===== src/rtl/array_multiplier_sequencer.sv =====
// Iterative unsigned multiplier: one array-multiplier stage reused for
// DATA_WIDTH/PRODUCT_PER_STAGE cycles, with valid/ready on both sides.
`timescale 1ns/1ps

module array_multiplier_sequencer #(
    parameter int DATA_WIDTH        = 8,
    parameter int PRODUCT_PER_STAGE = 4
) (
    input  logic                    clk_i,
    input  logic                    rst_n_i,
    input  logic                    clear_i,
    input  logic [DATA_WIDTH-1:0]   operand_A_i,
    input  logic [DATA_WIDTH-1:0]   operand_B_i,
    input  logic                    valid_i,
    output logic                    ready_o,
    output logic [2*DATA_WIDTH-1:0] product_o,
    output logic                    valid_o,
    input  logic                    ready_i,
    output logic                    busy_o
);
    localparam int ITERATIONS = DATA_WIDTH / PRODUCT_PER_STAGE;
    localparam int CNT_W      = (ITERATIONS > 1) ? $clog2(ITERATIONS) : 1;
    localparam logic [CNT_W-1:0] LAST_CNT = CNT_W'(ITERATIONS - 1);

    generate
        if (DATA_WIDTH < 2 || (DATA_WIDTH & (DATA_WIDTH - 1)) != 0) begin : g_bad_width
            $error("DATA_WIDTH must be a power of 2 and at least 2");
        end
        if (PRODUCT_PER_STAGE < 1 || (PRODUCT_PER_STAGE & (PRODUCT_PER_STAGE - 1)) != 0) begin : g_bad_pps
            $error("PRODUCT_PER_STAGE must be a power of 2");
        end
        if (PRODUCT_PER_STAGE > DATA_WIDTH || (DATA_WIDTH % PRODUCT_PER_STAGE) != 0) begin : g_bad_div
            $error("PRODUCT_PER_STAGE must divide DATA_WIDTH");
        end
    endgenerate

    typedef enum logic [1:0] {
        IDLE    = 2'd0,
        COMPUTE = 2'd1,
        DONE    = 2'd2
    } state_t;

    state_t                   state_reg, state_next;
    logic [DATA_WIDTH-1:0]    a_reg;
    logic [DATA_WIDTH-1:0]    b_reg;
    logic [DATA_WIDTH-2:0]    pp_reg;
    logic                     carry_reg;
    logic [DATA_WIDTH-1:0]    lo_reg;
    logic [CNT_W-1:0]         cnt_reg;

    logic [DATA_WIDTH-2:0]        stage_pp;
    logic                         stage_carry;
    logic [PRODUCT_PER_STAGE-1:0] stage_bits;
    logic [DATA_WIDTH-1:0]        lo_shifted;
    logic                         accept;

    pipelined_array_multiplier_stage #(
        .DATA_WIDTH        (DATA_WIDTH),
        .PRODUCT_PER_STAGE (PRODUCT_PER_STAGE)
    ) u_stage (
        .operand_A_i         (a_reg),
        .operand_B_i         (b_reg[PRODUCT_PER_STAGE-1:0]),
        .last_partial_prod_i (pp_reg),
        .carry_i             (carry_reg),
        .partial_product_o   (stage_pp),
        .carry_o             (stage_carry),
        .final_result_bits_o (stage_bits)
    );

    // Low product bits enter at the MSB end so the first chunk ends up at bit 0.
    generate
        if (PRODUCT_PER_STAGE == DATA_WIDTH) begin : g_lo_full
            assign lo_shifted = stage_bits;
        end else begin : g_lo_shift
            assign lo_shifted = {stage_bits, lo_reg[DATA_WIDTH-1:PRODUCT_PER_STAGE]};
        end
    endgenerate

    assign ready_o   = (state_reg == IDLE);
    assign busy_o    = (state_reg == COMPUTE);
    assign valid_o   = (state_reg == DONE);
    assign product_o = {carry_reg, pp_reg, lo_reg};
    assign accept    = (state_reg == IDLE) && valid_i && !clear_i;

    always_comb begin
        state_next = state_reg;
        case (state_reg)
            IDLE:    if (valid_i) state_next = COMPUTE;
            COMPUTE: if (cnt_reg == LAST_CNT) state_next = DONE;
            DONE:    if (ready_i) state_next = IDLE;
            default: state_next = IDLE;
        endcase
        if (clear_i) state_next = IDLE;
    end

    always_ff @(posedge clk_i or negedge rst_n_i) begin
        if (!rst_n_i) begin
            state_reg <= IDLE;
        end else begin
            state_reg <= state_next;
        end
    end

    always_ff @(posedge clk_i or negedge rst_n_i) begin
        if (!rst_n_i) begin
            a_reg     <= '0;
            b_reg     <= '0;
            pp_reg    <= '0;
            carry_reg <= 1'b0;
            lo_reg    <= '0;
            cnt_reg   <= '0;
        end else if (clear_i) begin
            cnt_reg <= '0;
        end else if (accept) begin
            a_reg     <= operand_A_i;
            b_reg     <= operand_B_i;
            pp_reg    <= '0;
            carry_reg <= 1'b0;
            lo_reg    <= '0;
            cnt_reg   <= '0;
        end else if (state_reg == COMPUTE) begin
            pp_reg    <= stage_pp;
            carry_reg <= stage_carry;
            lo_reg    <= lo_shifted;
            b_reg     <= b_reg >> PRODUCT_PER_STAGE;
            cnt_reg   <= cnt_reg + 1'b1;
        end
    end
endmodule

// One array-multiplier slice: adds A * B_chunk to the running upper half
// {carry_i, last_partial_prod_i}; the low PRODUCT_PER_STAGE bits retire.
module pipelined_array_multiplier_stage #(
    parameter int DATA_WIDTH        = 8,
    parameter int PRODUCT_PER_STAGE = 4
) (
    input  logic [DATA_WIDTH-1:0]        operand_A_i,
    input  logic [PRODUCT_PER_STAGE-1:0] operand_B_i,
    input  logic [DATA_WIDTH-2:0]        last_partial_prod_i,
    input  logic                         carry_i,
    output logic [DATA_WIDTH-2:0]        partial_product_o,
    output logic                         carry_o,
    output logic [PRODUCT_PER_STAGE-1:0] final_result_bits_o
);
    localparam int SW = DATA_WIDTH + PRODUCT_PER_STAGE;

    // Worst case (2^DW-1) + (2^DW-1)(2^P-1) < 2^(DW+P), so SW bits never overflow.
    logic [SW-1:0] row_sum [PRODUCT_PER_STAGE+1];

    assign row_sum[0] = {{PRODUCT_PER_STAGE{1'b0}}, carry_i, last_partial_prod_i};

    generate
        for (genvar gi = 0; gi < PRODUCT_PER_STAGE; gi++) begin : g_row
            logic [SW-1:0] row_term;
            assign row_term       = SW'(operand_A_i & {DATA_WIDTH{operand_B_i[gi]}}) << gi;
            assign row_sum[gi+1]  = row_sum[gi] + row_term;
        end
    endgenerate

    assign final_result_bits_o            = row_sum[PRODUCT_PER_STAGE][PRODUCT_PER_STAGE-1:0];
    assign {carry_o, partial_product_o}   = row_sum[PRODUCT_PER_STAGE][SW-1:PRODUCT_PER_STAGE];
endmodule


===== config.mk =====
export PLATFORM = sky130hd
export DESIGN_NAME = array_multiplier_sequencer
export DESIGN_NICKNAME = d
export VERILOG_FILES = /design/src/rtl/array_multiplier_sequencer.sv
export SDC_FILE = /design/constraint.sdc
export NUM_CORES = 1
export LEC_CHECK = 0
export CORE_MARGIN = 5
export CORE_UTILIZATION = 44
export CTS_CLUSTER_DIAMETER = 120
export CTS_CLUSTER_SIZE = 30
export DETAILED_ROUTE_END_ITERATION = 12
export DONT_BUFFER_PORTS = 1
export SLEW_MARGIN = 20
export SYNTH_ARGS = -nofsm -noshare
export SYNTH_HDL_FRONTEND = slang
export SYNTH_SLANG_ARGS = --single-unit

===== constraint.sdc =====
create_clock -name clk_i -period 3.7 [get_ports clk_i]
set_input_delay 0.555 -clock clk_i [delete_from_list [all_inputs] [get_ports clk_i]]
set_output_delay 0.555 -clock clk_i [all_outputs]
set_load 0.01 [all_outputs]

==> impl_metrics.env, run 1 <==
export IMPL_status="finished, final reports clean"
export IMPL_rsz0062_at_grt="true"
export IMPL_synth_edf_count=0
export IMPL_drv_slew=0
export IMPL_clk_latency_ns=0.29
export IMPL_grt_pass1_vias=1813
export IMPL_synth_cell_types=35
export IMPL_syn_nets=319
export IMPL_grt_first_pass_wirelength_microns=8860
export IMPL_crit_chain="nand2_1, fa_1, inv_2, fa_1, inv_1, fa_1, inv_2, ha_4, fa_2, a211oi_2, o21ai_2, o31ai_2, xnor2_1, o21ai_1"
export IMPL_startpoint_type="flip-flop"
export IMPL_area_delta_synth_final_pct=13.7
export IMPL_hp_class="input pin to async pin"
export IMPL_yosysTopAreaCellShare_pct=34.4
export IMPL_tightest_slew_ns=0.817
export IMPL_finalSetupViolations=0
export IMPL_totalWireLength_microns=5140
export IMPL_syn_area_sq_um=2550
export IMPL_cts_tree="yes"
export IMPL_path_buf_inv=3
export IMPL_yosys_top_cells_area="dfrtp_1 (34%), fa_1 (16%), ha_1 (7.9%), nand2_1 (7.8%), inv_1 (6.0%)"
export IMPL_grt_overflow=0
export IMPL_io_pins=40
export IMPL_antenna_found_initial=0
export IMPL_place_gp_congestion=0.791
export IMPL_relSlewSlack_pct=45.3
export IMPL_drtPass1Iterations=4
export IMPL_die_area_sq_um=7410
export IMPL_fp_dieH_microns=86.1
export IMPL_core_area_sq_um=5570
export IMPL_clock_sinks=35
export IMPL_clock_path_buffers=2
export IMPL_ys_ff_latch=35
export IMPL_syn_inst=261
export IMPL_ant_nets=0
export IMPL_leakage_nw=1.42
export IMPL_period_share_pct=96.9
export IMPL_routedWlPerCell_microns=14.8
export IMPL_async_flop_share_pct=100
export IMPL_grt_max_degree=36
export IMPL_post_route_min_period_ns=3.59
export IMPL_drive_gt1_share_pct=18.2
export IMPL_max_cap_violations=0
export IMPL_crit_top_cell="fa_1"
export IMPL_die_w_microns=86.1
export IMPL_critPathCaptureType="flip-flop"
export IMPL_numCtsBuffers=5
export IMPL_insertedDiodeCount=0
export IMPL_root_buffer="clkbuf_8"
export IMPL_fin_nets=332
export IMPL_ir_drop_v=0.000305
export IMPL_fmax_ghz=0.279
export IMPL_initial_core_util_pct=45.7
export IMPL_worst_ep_arrival_time_ns=3.74
export IMPL_grt_use_total_pct=15.2
export IMPL_dpl_hpwl_microns=3920
export IMPL_worstPathMaxFanout=4
export IMPL_clk_pin_slew_worst_paths_ns=0.07
export IMPL_numPortBuffers=0
export IMPL_final_hold_viol_count=0
export IMPL_worstSetupPathType="flip-flop to flip-flop"
export IMPL_first_iter_violations=89
export IMPL_via_count=1765
export IMPL_p_per_area_nw_per_um2=740
export IMPL_cp_top_family="adder cells"
export IMPL_setup_tns_ns=0
export IMPL_synth_largest_area_cell="dfrtp_1"
export IMPL_synth_flop_cell="dfrtp_1"
export IMPL_synth_seq_area_share_pct=34.4
export IMPL_skew_ns=0.00923
export IMPL_rows=27
export IMPL_viasPerCell=5.09
export IMPL_worstPathRequired_ns=3.85
export IMPL_cp_slowest_cell="fa_1"
export IMPL_htreeDepth=2
export IMPL_slowest_delay_ns=0.52
export IMPL_post_route_drc_count=0
export IMPL_ys_warn_count=0
export IMPL_syn_avg_cell_area_sq_um=9.77
export IMPL_fin_util_pct=52.0
## path summary, 6_finish.rpt
check	startpoint	cells after the start	endpoint	slack (ns)
setup / recovery	b_reg[2]	14	carry_reg	0.11
hold / removal	rst_n_i	1	pp_reg[2]	0.09
setup reg to reg	b_reg[2]	14	carry_reg	0.11
hold reg to reg	b_reg[7]	1	b_reg[7]	0.51
max in group asynchronous	rst_n_i	1	a_reg[5]	3.42
min in group clk_i	clear_i	1	state_reg[1]	0.33
## cell usage after synthesis (3+ instances only)
library cell and instances:
buf_6 3, mux2_2 7, inv_1 41, xor2_1 3
ha_1 16, a22oi_1 5, o211ai_1 3, dfrtp_1 35
a211oi_1 4, o21ai_0 3, and2_1 12, o21ai_1 7
clkbuf_1 4, nor2_1 5, nand2_1 53, a21oi_1 12
a22o_1 4, xnor2_1 4, fa_1 21
## cells by family after synthesis
| group | share of synthesized area [%] |
|---|---|
| AOI/OAI and AO/OA | 11.3 |
| xor gates and xnor gates | 2.41 |
| adders and majority gates | 24.3 |
| buffers and inverters | 9.33 |
| DFF | 34.4 |
| muxes | 3.53 |
| and+or+nand+nor | 14.7 |
## metrics by stage
step	power (W)	hold WS, ns	instances	instance area [sq um]	setup WS, ns
detailed placement	0.00160	0.260	336	2670	-0.0176
finish	0.00215	0.0923	347	2900	0.113
floorplan	0.00136	0.259	261	2550	0.0156
global route	0.00238	0.0982	347	2900	-0.0530
global placement	0.00159	0.260	336	2670	0.0584
CTS	0.00204	0.0956	345	2830	0.000578
## repair_timing
item                       CTS  global route
resized for setup            1            16
hold buffers                 1             0
pin swaps                    0            16
setup endpoints to repair    1             5
buffers inserted             0             2
hold endpoints to repair    35             0
## worst register-to-register path: cells and delay by family (launching register included)
family | cells | cell delay [ns]
adders and majority gates | 5 | 2.01
AOI/OAI and AO/OA | 4 | 0.62
DFF | 1 | 0.43
xor gates and xnor gates | 1 | 0.16
buffers and inverters | 3 | 0.14
and+or+nand+nor | 1 | 0.10
## layer usage
layer	part of all wire, %	track usage, %
met5	0	0
met4	1.7	4.89
met3	4.8	4.71
met2	48	24.2
met1	45	19.7
## report_power, final
| group | total (W) | leakage [nW] | internal [W] | switching (W) |
|---|---|---|---|---|
| Clock | 0.000410 | 0.0654 | 0.000269 | 0.000141 |
| Combinational | 0.00116 | 0.905 | 0.000512 | 0.000645 |
| Sequential | 0.000578 | 0.451 | 0.000475 | 0.000104 |
| Total | 0.00215 | 1.42 | 0.00126 | 0.000889 |
## area by class of cell
cell class / count / area, sq um
clock buffer: 6 / 72.6
clock inverter: 2 / 60.1
fill: 535 / 2680
inverter: 41 / 154
multi-input combinational: 174 / 1500
sequential: 35 / 876
tap: 72 / 90.1
timing repair buffer: 17 / 148
## placed cells by master, fill, tap and decap left out, types with 3 or more instances in the layout
master,instances
a21oi_2,3
inv_2,3
o211ai_1,3
a22o_1,4
buf_4,14
xor2_1,3
a22oi_1,5
fa_1,20
xnor2_1,4
dfrtp_1,35
clkbuf_8,5
nand2_1,53
inv_1,38
nor2_1,5
o21ai_1,6
mux2_2,7
and2_1,12
a21oi_1,10
ha_1,13
No activity file was read; power rests on OpenSTA's default activity.
==> run 2, diff against run 1 <==
Clock period 3.7 ns to 4.5 ns, I/O delays scaled along.
==> run 2 against run 1 <==
Against the previous run: flip-flop and latch count unchanged; total power decreased by 31%; non-clock buffer count decreased by 16; clock-buffer cell count unchanged; register-to-register slack improved by 0.33 ns; clock skew decreased by 0.0052 ns; sequential power decreased by 13%.
==> impl_metrics.env, run 2 (synthesis gave the netlist of run 1 again) <==
export IMPL_numCtsBuffers=5
export IMPL_most_common_layout_cells="nand2_1 (53), inv_1 (41), dfrtp_1 (35)"
export IMPL_clk_latency_ns=0.29
export IMPL_max_cap_violations=0
export IMPL_die_w_microns=86.1
export IMPL_clk_pin_slew_worst_paths_ns=0.08
export IMPL_area_delta_synth_final_pct=4.22
export IMPL_grt_overflow=0
export IMPL_final_hold_viol_count=0
export IMPL_period_share_pct=90.1
export IMPL_via_count=1671
export IMPL_leakage_nw=1.31
export IMPL_fin_nets=316
export IMPL_grt_first_pass_wirelength_microns=8480
export IMPL_io_pins=40
export IMPL_cts_tree="yes"
export IMPL_dr_max_layer_used="met4"
export IMPL_numPortBuffers=0
export IMPL_r2r_start="b_reg[3]"
export IMPL_fmax_ghz=0.247
export IMPL_initial_core_util_pct=45.7
export IMPL_grt_pass1_vias=1715
export IMPL_post_route_drc_count=0
export IMPL_place_gp_congestion=0.828
export IMPL_rsz0062_at_grt="false"
export IMPL_grt_use_total_pct=14.8
export IMPL_post_route_min_period_ns=4.05
export IMPL_met2_length_microns=2400
export IMPL_rows=27
export IMPL_hp_class="input pin to async pin"
export IMPL_skew_ns=0.00403
export IMPL_first_iter_violations=80
export IMPL_cp_slowest_cell="fa_1"
export IMPL_drtPass1Iterations=4
export IMPL_antenna_found_initial=0
export IMPL_routedWlPerCell_microns=14.8
export IMPL_clock_sinks=35
export IMPL_grt_max_degree=36
export IMPL_core_area_sq_um=5570
export IMPL_crit_chain="nand2_1, fa_1, inv_1, fa_1, inv_1, fa_1, inv_1, ha_1, fa_1, a211oi_1, o21ai_1, o31ai_2, xnor2_1, o21ai_1"
export IMPL_layout_commonest_cell="nand2_1"
export IMPL_relSlewSlack_pct=52.6
export IMPL_worstSetupPathType="flip-flop to flip-flop"
export IMPL_setup_tns_ns=0
export IMPL_status="finished, final reports clean"
export IMPL_tightest_slew_ns=0.711
export IMPL_clock_path_buffers=2
export IMPL_root_buffer="clkbuf_8"
export IMPL_worstPathMaxFanout=9
export IMPL_ir_drop_v=0.000250
export IMPL_p_per_area_nw_per_um2=556
export IMPL_fp_dieH_microns=86.1
export IMPL_startpoint_type="flip-flop"
export IMPL_worst_ep_arrival_time_ns=4.21
export IMPL_insertedDiodeCount=0
export IMPL_ant_nets=0
export IMPL_critPathCaptureType="flip-flop"
export IMPL_cts_resized=0
export IMPL_totalWireLength_microns=4880
export IMPL_htreeDepth=2
export IMPL_setup_worst_path_start="b_reg[3]"
export IMPL_drv_slew=0
export IMPL_die_area_sq_um=7410
export IMPL_finalSetupViolations=0
export IMPL_dpl_hpwl_microns=3740
export IMPL_timing_hold_ws_ns=0.0701
export IMPL_crit_top_cell="fa_1"
export IMPL_ctsHoldBuffers=0
export IMPL_nFillCells=547
export IMPL_met3_length_microns=199
export IMPL_cts_setup_buffers=0
export IMPL_drive_gt1_share_pct=8.11
export IMPL_viasPerCell=5.05
export IMPL_slowest_delay_ns=0.54
export IMPL_wl_met1_microns=2220
export IMPL_worstPathRequired_ns=4.66
[run 2: layer usage]
metal	global-route usage [%]	up-vias
met1	19.4	811
met3	3.55	6
li1	-	828
met4	4.75	0
met5	0	-
met2	24.2	26
[run 2: cell type report]
type	instances	area (sq um)	area share, %
Tap cell	72	90.1	3.39
Timing Repair Buffer	1	7.51	0.283
Clock inverter	2	12.5	0.471
Multi-Input combinational cell	174	1440	54.4
Inverter	41	154	5.79
Clock buffer	6	72.6	2.73
Sequential cell	35	876	33.0
[run 2: through the flow]
step | power (W) | area (sq um) | instances | setup slack (ns) | utilization (%)
2_1_floorplan | 0.00111 | 2550 | 261 | 0.665 | -
4_1_cts | 0.00150 | 2660 | 331 | 0.452 | 47.7
5_1_grt | 0.00166 | 2660 | 331 | 0.226 | 47.7
3_5_place_dp | 0.00126 | 2570 | 323 | 0.479 | 46.1
3_3_place_gp | 0.00126 | 2570 | 323 | 0.570 | 46.1
6_report | 0.00148 | 2660 | 331 | 0.446 | 47.7
[run 2: final timing paths]
kind	endpoint	slack, ns	depth (start not counted)
min in group clk_i	state_reg[1]	0.45	1
hold reg to reg	b_reg[4]	0.50	1
hold / removal	pp_reg[6]	0.07	0
setup / recovery	carry_reg	0.45	14
setup reg to reg	carry_reg	0.45	14
max in group asynchronous	state_reg[0]	4.34	0
[run 2: power by group]
group	switching, W	internal, W	leakage, nW	total [W]
Clock	0.000123	0.000108	0.0412	0.000231
Combinational	0.000426	0.000317	0.821	0.000743
Sequential	0.000114	0.000390	0.451	0.000504
[run 2: worst max-delay path: cells and delay by family (launching register included)]
kind	cells	cell delay (ns)
AO/OA/AOI/OAI	4	0.77
AND/OR/NAND/NOR	1	0.11
adder cells (fa/ha/maj)	5	2.24
flip-flops	1	0.49
XOR/XNOR	1	0.15
buffers and inverters	3	0.16
